`src/rtl/spi_mult_sequencer.sv`:
```
// spi_mult_sequencer: SPI multiply transaction sequencer (load operands, run multiplier, shift result out).
// Define SPIMULT_TIMEOUT_EN to add a multiplier timeout with sticky timeout_err.
module spi_mult_sequencer #(
    parameter int OP_WIDTH       = 8,
    parameter int TIMEOUT_CYCLES = 256
) (
    input  logic       clk,
    input  logic       reset,
    input  logic       cs,
    input  logic       sclk_rise,
    input  logic       sclk_fall,
    input  logic       mult_done,
    output logic [1:0] sr_mode,
    output logic       mult_start,
    output logic       miso_buff_en,
    output logic       xfer_done,
    output logic       timeout_err,
    output logic [2:0] state
);
    localparam int CW = $clog2(2*OP_WIDTH+1);
    localparam logic [CW-1:0] LAST = CW'(2*OP_WIDTH-1);
    localparam logic [1:0] HOLD = 2'd0, LEFT = 2'd1, PLOAD = 2'd2;
    localparam logic [2:0] S_IDLE = 3'd0, S_LOAD = 3'd1, S_MULT = 3'd2, S_CAPTURE = 3'd3, S_SHIFTOUT = 3'd4;

    logic [2:0]    r_state, w_next;
    logic [CW-1:0] r_cnt;
    logic          w_shift_in, w_shift_out, w_first, w_done, w_tout;

    // cs low wins over any strobe in the same clk
    assign w_shift_in  = r_state == S_LOAD && cs && sclk_rise;
    assign w_shift_out = r_state == S_SHIFTOUT && cs && sclk_fall;
    assign w_first     = r_state == S_MULT && r_cnt == '0;
    assign w_done      = r_state == S_MULT && !w_first && mult_done;

`ifdef SPIMULT_TIMEOUT_EN
    localparam int TW = $clog2(TIMEOUT_CYCLES+1);
    logic [TW-1:0] r_tcnt;
    logic          r_terr;
    assign w_tout      = r_state == S_MULT && !w_done && r_tcnt == TW'(TIMEOUT_CYCLES-1);
    assign timeout_err = r_terr;
    always_ff @(posedge clk) begin
        r_tcnt <= (reset || r_state != S_MULT) ? '0 : r_tcnt + TW'(1);
        r_terr <= reset ? 1'b0 : w_tout ? 1'b1 : (r_state == S_IDLE && cs) ? 1'b0 : r_terr;
    end
`else
    assign w_tout      = 1'b0;
    assign timeout_err = 1'b0;
`endif

    always_ff @(posedge clk) begin
        if (reset) begin
            r_state <= S_IDLE;
            r_cnt   <= '0;
        end else begin
            r_state <= w_next;
            r_cnt   <= (w_next != r_state) ? '0 : r_cnt + CW'(w_shift_in || w_shift_out || w_first);
        end
    end

    always_comb begin
        w_next = S_IDLE;
        case (r_state)
            S_IDLE:     w_next = cs ? S_LOAD : S_IDLE;
            S_LOAD:     w_next = !cs ? S_IDLE : (w_shift_in && r_cnt == LAST) ? S_MULT : S_LOAD;
            S_MULT:     w_next = w_done ? S_CAPTURE : w_tout ? S_IDLE : S_MULT;
            S_CAPTURE:  w_next = S_SHIFTOUT;
            S_SHIFTOUT: w_next = (!cs || (w_shift_out && r_cnt == LAST)) ? S_IDLE : S_SHIFTOUT;
            default:    w_next = S_IDLE;
        endcase
    end

    always_comb begin
        sr_mode      = (w_shift_in || w_shift_out) ? LEFT : (r_state == S_CAPTURE) ? PLOAD : HOLD;
        mult_start   = w_first;
        miso_buff_en = r_state == S_LOAD || r_state == S_SHIFTOUT;
        xfer_done    = w_shift_out && r_cnt == LAST;
        state        = r_state;
    end
endmodule

```
`config.mk`:
```
export PLATFORM = sky130hd
export DESIGN_NAME = spi_mult_sequencer
export DESIGN_NICKNAME = d
export VERILOG_FILES = /design/src/rtl/spi_mult_sequencer.sv
export SDC_FILE = /design/constraint.sdc
export NUM_CORES = 1
export LEC_CHECK = 0
export BUFFER_PORTS_ARGS = -buffer_cell sky130_fd_sc_hd__buf_2
export CORE_AREA = 2 2 39 41
export DETAILED_ROUTE_END_ITERATION = 10
export DIE_AREA = 0 0 41 43
export HOLD_SLACK_MARGIN = 0.06
export PLACE_DENSITY = 0.7
export SETUP_SLACK_MARGIN = 0.2
export SKIP_CTS_REPAIR_TIMING = 1
export SYNTH_ARGS = -nofsm -noshare
export SYNTH_HDL_FRONTEND = slang
export SYNTH_SLANG_ARGS = --single-unit
```
`constraint.sdc`:
```
create_clock -name clk -period 2.4 [get_ports clk]
set_input_delay 0.24 -clock clk [delete_from_list [all_inputs] [get_ports clk]]
set_output_delay 0.24 -clock clk [all_outputs]
set_load 0.1 [all_outputs]
```
==> reports/qor.csv <==
stage;metric;value;unit
synth;Synth Instances;59;
place;number of port buffers;13;
critical_path;kind of critical path;register to output port;
synth;largest cells by area after synthesis;dfxtp_1 (33%), nor3b_1 (7.7%), nor2_1 (6.2%);
route;routed wirelength normalized by instance count;11.8;um
finish;layout overhead on the synthesized area;33.0;%
place;Detail Placement HPWL;819;um
synth;mean post-synth cell area;8.23;um2
finish;diode count;0;
pwr;PwrDens;459;mW/mm2
clock_tree;H-tree lvl count;1;
clock_tree;Inserted Clock Buffers;3;
die;Row Count;14;
critical_path;CP arrival;1.79;ns
synth;Seq/Total Area, Yosys;33.0;%
grt;largest net degree at the start of global routing;14;
finish;design area;646;um2
synth;Synth top cells by count;dfxtp_1 (8), nor2_1 (8), nand2_1 (5), nor3_1 (5), nor3b_1 (5);
critical_path;WP data required;2.16;ns
sta;final hold violation count;0;
synth;library cells used by synthesis;24;
worst_hold_path;Hold Crit Class;input pin to register;
critical_path;critical path peak fanout;4;
critical_path;Critical Path Source Type;register;
route;DRC viols;0;
critical_path;Worst setup EP type;output port;
die;Initial Utilization;35.1;%
die;Die Span Y;43;um
sta;Final Max Tran Viols;0;
clock_tree;clk buf depth;2;
worst_hold_path;Hold Crit Start;reset;
clock_tree;worst-skew pair later-pin latency;0.26;ns
grt;M1 GR Usage;15.9;%
route;Initial DRC Count;5;
critical_path;critical path's slowest cell;or4_4;
synth;Post-synth EDFFs;0;
finish;flip-flop and latch area;170;um2
synth;most used flip-flop cell after synthesis;dfxtp_1;
critical_path;CP Cell Sequence;or4_4 -> nor3b_4 -> buf_2;
die;core footprint;0.00138;mm2
grt;number of global-route vias before repair;403;
place;pre-CTS setup slack;0.437;ns
synth;Yosys warning total;0;
sta;Fin Setup TNS;0;ns
route;routed wire length;1.05;mm
clock_tree;clock slew at reported path FFs;0.06;ns
run;Max Cap Viol;0;
sta;fin crit period;2.03;ns
die;IO Count;15;
clock_tree;root buffer cell;clkbuf_4;
synth;synthesis-stage register bit count;8;
synth;cell area after synthesis;485;um2
grt;antenna violations before repair;0;
pwr;Leak Pwr;0.268;nW
grt;met2 usage;20.9;%
die;Die Wd;41;um
critical_path;R2R Path Start;r_cnt[3];
finish;final cell count without fillers;89;
grt;Total Routing Usage GR;14.0;%
sta;RSZ-0062 raised after global routing;no;
route;Via Count;469;
grt;Most Crowded Layer GR;met2;
route;Initial DRT Pass Iterations;4;
pwr;Total Power;296;uW
critical_path;WP buf/inv;1;
sta;final setup margin;0.368;ns
grt;global-route wire length before repair;1.64;mm
synth;post-synth top area share;33.0;%
sta;Setup-failing EPs final;0;
sta;Tcrit/Tclk final;84.7;%
place;Cell Count Post-Placement;85;
synth;Synth Net Count;67;
finish;final net count;82;
critical_path;crit path launch;r_cnt[3];
route;vias per inst;5.27;
sta;fmax;492;MHz
synth;largest area contributor in the netlist;dfxtp_1;
pwr;VDD IR max;0.000249;V
critical_path;CP top delay family;simple AND/OR/NAND/NOR gates;
finish;fill cell total of the finished layout;138;
grt;GR Util met3;8.90;%
grt;total gr overflow;0;
run_status;status;completed;
clock_tree;CTS tree;yes;
critical_path;max incr delay on CP;0.55;ns
finish;layout cells sized above 1;41.1;%
place;area of placed instances;619;um2
clock_tree;clk sinks;8;
sta;skew final;0.0142;ns
synth;ys async rst share;0;%
die;Die ar.;0.00176;mm2
place;gpl congestion;0.704;
route;final antenna-violating net count;0;
finish;area of the multi-input gates;364;um2
-- final cells by class --
cell class	count	share of cell area, %
Multi-Input combinational cell	48	56.4
Timing Repair Buffer	13	10.1
Sequential cell	8	26.4
Clock buffer	4	4.07
Tap cell	16	3.10
-- worst paths after layout --
kind                 to  slack, ns  cells past startpoint
min            state[2]       0.19                      2
min reg2reg    state[1]       0.53                      1
max          mult_start       0.37                      3
max reg2reg    r_cnt[4]       0.44                      8
-- through the flow --
| stage | util, % | hold slack (ns) |
|---|---|---|
| detailed placement | 44.8 | 0.468 |
| CTS | 46.7 | 0.187 |
| global route | 46.7 | 0.192 |
| global placement | 44.8 | 0.466 |
| finish | 46.7 | 0.194 |
| floorplan | - | 0.302 |
-- layer usage --
metal / up-vias / routed length, um
met1: 219 / 441
met5: - / 0
li1: 236 / -
met2: 14 / 512
met3: 0 / 100
met4: 0 / 0
-- registers in the layout (all words and copies together), names as in the netlist --
signal and cells:
r_cnt 5, state 3
-- cells by family after synthesis --
kind of cell               synth area share [%]
other                                     0.772
and+or+nand+nor                            36.9
buffers and inverters                      3.09
AOI/OAI and AO/OA                          13.9
adders and majority gates                  5.15
xor gates and xnor gates                   7.22
DFF                                        33.0
-- cells in the final DEF, fill, tap and decap left out, types with 3 or more instances in the layout --
cell type / n
clkbuf_4: 3
nor2_1: 5
nor3_1: 5
nand3_1: 3
dfxtp_1: 4
nand2_1: 5
buf_2: 13
nor3b_1: 3
-- report_power, final --
group | internal (mW) | switching, mW
combinational | 0.0118 | 0.0368
clock | 0.0637 | 0.0482
sequential | 0.132 | 0.00354
total | 0.208 | 0.0885
Note: power is estimated with default switching activity, not from simulation.
